## config.mk

```make
export PLATFORM = sky130hd
export DESIGN_NAME = mips_multicycle_ctrl
export DESIGN_NICKNAME = d
export VERILOG_FILES = /design/src/rtl/mips_multicycle_ctrl_pkg.sv /design/src/rtl/mips_multicycle_ctrl_decoder.sv /design/src/rtl/mips_multicycle_ctrl.sv
export SDC_FILE = /design/constraint.sdc
export NUM_CORES = 1
export LEC_CHECK = 0
export CAP_MARGIN = 20
export CORE_AREA = 5 5 59 61
export DETAILED_ROUTE_END_ITERATION = 10
export DIE_AREA = 0 0 64 66
export GPL_TIMING_DRIVEN = 0
export HOLD_SLACK_MARGIN = 0.08
export PLACE_DENSITY_LB_ADDON = 0.15
export SLEW_MARGIN = 20
export SYNTH_ARGS = -nofsm -noshare
export SYNTH_HDL_FRONTEND = slang
export SYNTH_SLANG_ARGS = --single-unit
```

## constraint.sdc

```tcl
create_clock -name clk -period 3 [get_ports clk]
set_clock_uncertainty 0.2 [all_clocks]
set_input_delay 0.9 -clock clk [delete_from_list [all_inputs] [get_ports clk]]
set_output_delay 0.9 -clock clk [all_outputs]
set_load 0.02 [all_outputs]
```

## src/rtl/mips_multicycle_ctrl_pkg.sv

```systemverilog
`default_nettype none
// ============================================================================
// mips_multicycle_ctrl_pkg
//   Shared encodings for the multicycle MIPS control path: extender modes,
//   ALU function codes, opcode/funct values, FSM state and instruction class
//   encodings, and the record latched by the decode register.
//   Revision: 1.0 - initial release
// ============================================================================
package mips_multicycle_ctrl_pkg;

  localparam int ALU_CODE_W = 4;

  // Immediate extender modes
  localparam logic [1:0] EXT_ZERO    = 2'd0;
  localparam logic [1:0] EXT_SIGNED  = 2'd1;
  localparam logic [1:0] EXT_HIGHPOS = 2'd2;

  // ALU function codes
  localparam logic [ALU_CODE_W-1:0] ALU_NOP = 4'd0;
  localparam logic [ALU_CODE_W-1:0] ALU_ADD = 4'd1;
  localparam logic [ALU_CODE_W-1:0] ALU_SUB = 4'd2;
  localparam logic [ALU_CODE_W-1:0] ALU_AND = 4'd3;
  localparam logic [ALU_CODE_W-1:0] ALU_OR  = 4'd4;
  localparam logic [ALU_CODE_W-1:0] ALU_SLT = 4'd5;
  localparam logic [ALU_CODE_W-1:0] ALU_LUI = 4'd6;

  // Opcodes (IR[31:26])
  localparam logic [5:0] OP_RTYPE = 6'h00;
  localparam logic [5:0] OP_J     = 6'h02;
  localparam logic [5:0] OP_JAL   = 6'h03;
  localparam logic [5:0] OP_BEQ   = 6'h04;
  localparam logic [5:0] OP_ADDI  = 6'h08;
  localparam logic [5:0] OP_ADDIU = 6'h09;
  localparam logic [5:0] OP_ANDI  = 6'h0C;
  localparam logic [5:0] OP_ORI   = 6'h0D;
  localparam logic [5:0] OP_LUI   = 6'h0F;
  localparam logic [5:0] OP_LW    = 6'h23;
  localparam logic [5:0] OP_SW    = 6'h2B;

  // R-type funct (IR[5:0])
  localparam logic [5:0] FN_ADDU = 6'h21;
  localparam logic [5:0] FN_SUBU = 6'h23;
  localparam logic [5:0] FN_AND  = 6'h24;
  localparam logic [5:0] FN_OR   = 6'h25;
  localparam logic [5:0] FN_SLT  = 6'h2A;

  typedef enum logic [3:0] {
    FETCH   = 4'd0,
    DECODE  = 4'd1,
    EXE_R   = 4'd2,
    EXE_I   = 4'd3,
    EXE_BR  = 4'd4,
    EXE_J   = 4'd5,
    MEM_ADR = 4'd6,
    MEM_RD  = 4'd7,
    MEM_WR  = 4'd8,
    WB_R    = 4'd9,
    WB_I    = 4'd10,
    WB_MEM  = 4'd11
  } state_e;

  typedef enum logic [3:0] {
    CL_NOP  = 4'd0,
    CL_R    = 4'd1,
    CL_IALU = 4'd2,
    CL_LW   = 4'd3,
    CL_SW   = 4'd4,
    CL_BEQ  = 4'd5,
    CL_J    = 4'd6,
    CL_JAL  = 4'd7,
    CL_ILL  = 4'd8
  } class_e;

  typedef struct packed {
    class_e                cls;
    logic [1:0]            ext;
    logic [ALU_CODE_W-1:0] alu;
  } dec_t;

  localparam dec_t DEC_NOP = '{cls: CL_NOP, ext: EXT_ZERO, alu: ALU_NOP};

endpackage
`default_nettype wire

```

## src/rtl/mips_multicycle_ctrl_decoder.sv

```systemverilog
`default_nettype none
// ============================================================================
// mips_main_decoder
//   Combinational instruction decode: opcode/funct -> instruction class,
//   extender mode and ALU function. Anything outside the supported set
//   decodes to CL_ILL.
//   Ports:
//     opcode  in  6        IR[31:26]
//     funct   in  6        IR[5:0]
//     dec     out dec_t    {class, ext_op, alu_op}
//   Revision: 1.0 - initial release
// ============================================================================
module mips_main_decoder
  import mips_multicycle_ctrl_pkg::*;
(
  input  logic [5:0] opcode,
  input  logic [5:0] funct,
  output dec_t       dec
);

  always_comb begin
    dec = '{cls: CL_ILL, ext: EXT_SIGNED, alu: ALU_NOP};
    case (opcode)
      OP_RTYPE: begin
        dec.cls = CL_R;
        case (funct)
          FN_ADDU: dec.alu = ALU_ADD;
          FN_SUBU: dec.alu = ALU_SUB;
          FN_AND:  dec.alu = ALU_AND;
          FN_OR:   dec.alu = ALU_OR;
          FN_SLT:  dec.alu = ALU_SLT;
          default: dec.cls = CL_ILL;
        endcase
      end
      OP_ADDI, OP_ADDIU: begin
        dec.cls = CL_IALU;
        dec.alu = ALU_ADD;
      end
      OP_ANDI: begin
        dec.cls = CL_IALU;
        dec.ext = EXT_ZERO;
        dec.alu = ALU_AND;
      end
      OP_ORI: begin
        dec.cls = CL_IALU;
        dec.ext = EXT_ZERO;
        dec.alu = ALU_OR;
      end
      OP_LUI: begin
        dec.cls = CL_IALU;
        dec.ext = EXT_HIGHPOS;
        dec.alu = ALU_LUI;
      end
      OP_LW: begin
        dec.cls = CL_LW;
        dec.alu = ALU_ADD;
      end
      OP_SW: begin
        dec.cls = CL_SW;
        dec.alu = ALU_ADD;
      end
      OP_BEQ: begin
        dec.cls = CL_BEQ;
        dec.alu = ALU_SUB;
      end
      OP_J:    dec.cls = CL_J;
      OP_JAL:  dec.cls = CL_JAL;
      default: dec.cls = CL_ILL;
    endcase
  end

endmodule
`default_nettype wire

```

## src/rtl/mips_multicycle_ctrl.sv

```systemverilog
`default_nettype none
// ============================================================================
// mips_multicycle_ctrl
//   Multicycle MIPS control FSM: fetch/decode/execute/memory/writeback
//   sequencing and all datapath strobes, with a mem_ready stall handshake.
//   Ports:
//     clk, rst_n          clock, asynchronous active-low reset
//     opcode, funct       instruction fields from the IR
//     zero                ALU zero flag (used in EXE_BR)
//     mem_ready           memory accepted/returned the current access
//     pc_wr, ir_wr        PC / IR load strobes
//     reg_wr              register file write strobe
//     mem_rd, mem_wr      memory read / data write requests
//     i_or_d              memory address select (0 PC, 1 ALUOut)
//     ext_op              immediate extender mode
//     alu_src_b, alu_op   ALU operand B select and function
//     reg_dst, wd_sel     register write index and data selects
//     npc_op              next-PC select
//     illegal             one-cycle pulse on an unsupported instruction
//   Revision: 1.0 - initial release
// ============================================================================
module mips_multicycle_ctrl
  import mips_multicycle_ctrl_pkg::*;
#(
  parameter int ALUOP_W = 4,
  parameter int JAL_REG = 31
) (
  input  logic               clk,
  input  logic               rst_n,
  input  logic [5:0]         opcode,
  input  logic [5:0]         funct,
  input  logic               zero,
  input  logic               mem_ready,
  output logic               pc_wr,
  output logic               ir_wr,
  output logic               reg_wr,
  output logic               mem_rd,
  output logic               mem_wr,
  output logic               i_or_d,
  output logic [1:0]         ext_op,
  output logic [1:0]         alu_src_b,
  output logic [ALUOP_W-1:0] alu_op,
  output logic [1:0]         reg_dst,
  output logic [1:0]         wd_sel,
  output logic [1:0]         npc_op,
  output logic               illegal
);

  state_e                state, state_next;
  logic                  run;
  dec_t                  dec_now, dec_q;
  logic [ALU_CODE_W-1:0] alu_code;

  // The link register index is muxed in the datapath; only a non-standard
  // choice is worth flagging in the elaborated hierarchy.
  if (JAL_REG != 31) begin : g_nonstd_link_reg
  end

  mips_main_decoder u_dec (
    .opcode (opcode),
    .funct  (funct),
    .dec    (dec_now)
  );

  // run holds outputs at zero between reset release and the first clock
  // edge, so FETCH cannot present a request while reset is still settling.
  always_ff @(posedge clk or negedge rst_n) begin
    if (!rst_n) begin
      state <= FETCH;
      run   <= 1'b0;
      dec_q <= DEC_NOP;
    end else begin
      run   <= 1'b1;
      state <= state_next;
      if (run && state == DECODE) dec_q <= dec_now;
    end
  end

  always_comb begin
    state_next = state;
    pc_wr      = 1'b0;
    ir_wr      = 1'b0;
    reg_wr     = 1'b0;
    mem_rd     = 1'b0;
    mem_wr     = 1'b0;
    i_or_d     = 1'b0;
    ext_op     = EXT_ZERO;
    alu_src_b  = 2'd0;
    alu_code   = ALU_NOP;
    reg_dst    = 2'd0;
    wd_sel     = 2'd0;
    npc_op     = 2'd0;
    illegal    = 1'b0;
    if (!run) begin
      state_next = FETCH;
    end else begin
      case (state)
        FETCH: begin
          mem_rd    = 1'b1;
          alu_src_b = 2'd1;
          alu_code  = ALU_ADD;
          pc_wr     = mem_ready;
          ir_wr     = mem_ready;
          if (mem_ready) state_next = DECODE;
        end
        DECODE: begin
          // Class is not yet registered here, so decode straight off the IR.
          ext_op = dec_now.ext;
          case (dec_now.cls)
            CL_R:         state_next = EXE_R;
            CL_IALU:      state_next = EXE_I;
            CL_LW, CL_SW: state_next = MEM_ADR;
            CL_BEQ:       state_next = EXE_BR;
            CL_J, CL_JAL: state_next = EXE_J;
            default: begin
              illegal    = 1'b1;
              state_next = FETCH;
            end
          endcase
        end
        EXE_R: begin
          alu_code   = dec_q.alu;
          state_next = WB_R;
        end
        WB_R: begin
          reg_wr     = 1'b1;
          reg_dst    = 2'd1;
          state_next = FETCH;
        end
        EXE_I: begin
          alu_src_b  = 2'd2;
          alu_code   = dec_q.alu;
          state_next = WB_I;
        end
        WB_I: begin
          reg_wr     = 1'b1;
          state_next = FETCH;
        end
        MEM_ADR: begin
          alu_src_b  = 2'd2;
          alu_code   = ALU_ADD;
          state_next = (dec_q.cls == CL_LW) ? MEM_RD : MEM_WR;
        end
        MEM_RD: begin
          mem_rd = 1'b1;
          i_or_d = 1'b1;
          if (mem_ready) state_next = WB_MEM;
        end
        WB_MEM: begin
          reg_wr     = 1'b1;
          wd_sel     = 2'd1;
          state_next = FETCH;
        end
        MEM_WR: begin
          mem_wr = 1'b1;
          i_or_d = 1'b1;
          if (mem_ready) state_next = FETCH;
        end
        EXE_BR: begin
          alu_code   = ALU_SUB;
          npc_op     = 2'd1;
          pc_wr      = zero;
          state_next = FETCH;
        end
        EXE_J: begin
          pc_wr  = 1'b1;
          npc_op = 2'd2;
          if (dec_q.cls == CL_JAL) begin
            reg_wr  = 1'b1;
            reg_dst = 2'd2;
            wd_sel  = 2'd2;
          end
          state_next = FETCH;
        end
        default: state_next = FETCH;
      endcase
      // ext_op latched in DECODE stays on the extender until the next fetch.
      if (state inside {EXE_R, WB_R, EXE_I, WB_I, MEM_ADR, MEM_RD, WB_MEM,
                        MEM_WR, EXE_BR, EXE_J}) begin
        ext_op = dec_q.ext;
      end
    end
  end

  assign alu_op = ALUOP_W'(alu_code);

endmodule
`default_nettype wire

```

==> metrics.yaml <==
status:
  run_status: "finished with violations"
  violations: "negative setup slack"
drt:
  ant_nets: 0
  viasPerCell: 6.22
  initialDrtViolationCount: 104
  routedWlPerCell_um: 17.3
  drt-pass1-iter-count: 4
  route.detailed.drc: 0
  wl_um: 4630
  num_vias: 1660
sta:
  max_slew_margin: 0.561
  min_period_ns: 3.15
  tightest_slew_ns: 0.657
  hold_viol: 0
  setup_violations: 1
  rsz0062_at_grt: "yes"
  max_freq_mhz: 317
  worst_slack_ns: -0.154
  timing.final.crit_share: 1.05
  slew_violations: 0
worst_setup_path:
  reg2reg_from: "state[3]$_DFFE_PN0P_"
  cpMostUsedCell: "buf_6"
  path_cells: "buf_6, buf_6, buf_4, nor2_4, o21ai_1, a221o_1, o2111a_1, buf_6"
  max_stage_delay_ns: 0.33
  critPathArrivalTime_ns: 2.05
  endpoint_kind: "output pin"
  cp_slowest_cell: "a221o_1"
  required_ns: 1.90
  reg2reg_depth: 6
  critPathLaunchType: "primary input"
  cp_max_fo: 6
  r2r_slack_ns: 0.89
  worstSetupPathType: "primary input to output pin"
  r2r-end: "state[1]$_DFFE_PN0P_"
synth:
  synth_top_area_cell: "dfrtp_1"
  synth_top_area_frac: 0.266
  netlist_area_um2: 1320
  synthTopCellsByCount: "17 x nand2_1, 15 x nor2_1, 14 x dfrtp_1"
  syn_avg_cell_area_um2: 7.85
  synth_nets: 184
  yosys_warnings: 0
  synth_cell_type_count: 54
  synth.most_common_cell: "nand2_1"
  synthCells: 168
  synth_edf_count: 0
  yosysSeqAreaShare: 0.266
  ys_dominant_reg_cell: "dfrtp_1"
  synthTopCellsByArea: "dfrtp_1 27%, nand2_1 4.8%, nor2_1 4.3%"
  synthArstFlopShare: 1.00
  ys_ff_latch: 14
layout:
  fin_nets: 251
  n_antenna_cell: 0
  syn_to_final_growth_pct: 55.6
  final_area_um2: 2050
  drive_gt1_frac: 0.363
min_path:
  hold_class: "flip-flop to flip-flop"
  hold_depth: 2
  min_from: "dec_q[2]$_DFFE_PN0P_"
  hold-path-endpoint: "dec_q[2]$_DFFE_PN0P_"
die:
  die_w_um: 64
  io_pins: 37
  start_util: 0.450
  core_region_area_um2: 2930
  dieArea_um2: 4220
  die_h_um: 66
  rows: 20
place:
  place_congestion: 0.943
  numPortBuffers: 35
  dp_hpwl_um: 2850
  place_area_um2: 1710
clocking:
  cts_made_buffers: 3
  cts_tree: "done"
  clock_latency_ns: 0.29
  root_buffer: "clkbuf_4"
  cts_hold_buf: 0
  clk_path_buf_depth: 2
  clk_pin_slew_ns: 0.10
  cts_sinks: 14
  htree_num_levels: 1
power_and_ir_drop:
  finalPower_uw: 601
  ir_drop_mv: 0.317
  power_density_nw_per_um2: 293
  leakage_uw: 0.000981
global_route:
  grt_pass1_wl_um: 7140
  grt_overflow_total: 0
  grt_pass1_vias: 1536
  grt.total_usage: 0.207
  grt_max_degree: 15
  antenna_found_initial: 0
flow_run:
  drv_cap: 0
## layout by cell type (no fill, tap or decap), drive strengths merged, types with 4 or more instances in the layout
master	Yosys	final
nand3	4	4
clkdlybuf4s50	0	5
buf	8	47
clkbuf	3	7
nor3b	5	5
nor3	6	6
and3	6	6
inv	4	4
nand2b	6	6
a31oi	4	4
nand2	17	17
a21oi	10	10
dfrtp	14	14
a22o	4	4
a21o	5	5
o21ai	8	8
dlygate4sd2	0	15
nor2	15	15
## worst max-delay path: cells and delay by family
family / cells / cell delay [ns]
AOI/OAI and AO/OA: 3 / 0.58
and+or+nand+nor: 1 / 0.08
buffers and inverters: 4 / 0.49
## through the flow
| step | worst slack, ns | utilization | TNS (ns) | hold slack, ns | std cells |
|---|---|---|---|---|---|
| after global routing | -0.198 | 0.701 | -0.282 | 0.315 | 267 |
| after CTS | -0.127 | 0.664 | -0.187 | 0.289 | 258 |
| final | -0.154 | 0.701 | -0.154 | 0.282 | 267 |
| after floorplan | 0.0636 | - | 0 | 0.241 | 168 |
| after global placement | -1.12 | 0.584 | -4.72 | 0.262 | 236 |
| after detailed placement | -1.12 | 0.584 | -4.89 | 0.270 | 236 |
## how the worst max path moves through the flow
stage               startpoint   endpoint
CTS                  opcode[3]    illegal
finish               opcode[1]    illegal
detailed placement   opcode[2]  ext_op[0]
floorplan            mem_ready      pc_wr
global placement     opcode[2]  ext_op[1]
global route         opcode[1]    illegal
## state kept, by name (all words and copies together), names as in the netlist
name,count
run,1
dec_q,9
state,4
## what timing repair did
item	in CTS	in global routing
gates resized for setup	102	27
setup buffers	18	10
endpoints found under the setup margin	17	11
pin swaps	15	9
## layout make-up
| class | instances | area, um^2 |
|---|---|---|
| Buffer | 10 | 95.1 |
| Clock buffer | 4 | 36.3 |
| Fill cell | 231 | 876 |
| Inverter | 4 | 15.0 |
| Multi-Input combinational cell | 139 | 983 |
| Sequential cell | 14 | 353 |
| Tap cell | 33 | 41.3 |
| Timing Repair Buffer | 63 | 528 |
## per-layer routing
layer | GRT usage | vias up | wire length [um]
met5 | 0 | - | 0
met4 | 0.0727 | 0 | 138
met3 | 0.0510 | 16 | 329
met2 | 0.356 | 83 | 2280
met1 | 0.250 | 808 | 1880
li1 | - | 753 | -
## cell families (layout without fill, tap and decap cells)
| logic type | count (synthesis) | count (layout) | synth area share |
|---|---|---|---|
| xor+xnor | 2 | 2 | 0.0133 |
| compound gates | 55 | 55 | 0.308 |
| simple gates | 80 | 80 | 0.343 |
| buf+inv | 15 | 81 | 0.0636 |
| flops | 14 | 14 | 0.266 |
| other cells | 2 | 2 | 0.00569 |
## report_power, final
part / internal [uW] / switching [uW] / leakage (uW) / total [uW]
Clock: 73.9 / 66.5 / 0.0000210 / 140
Sequential: 214 / 18.9 / 0.000180 / 233
Combinational: 109 / 120 / 0.000780 / 228
Power figures use the tool's default switching activity.
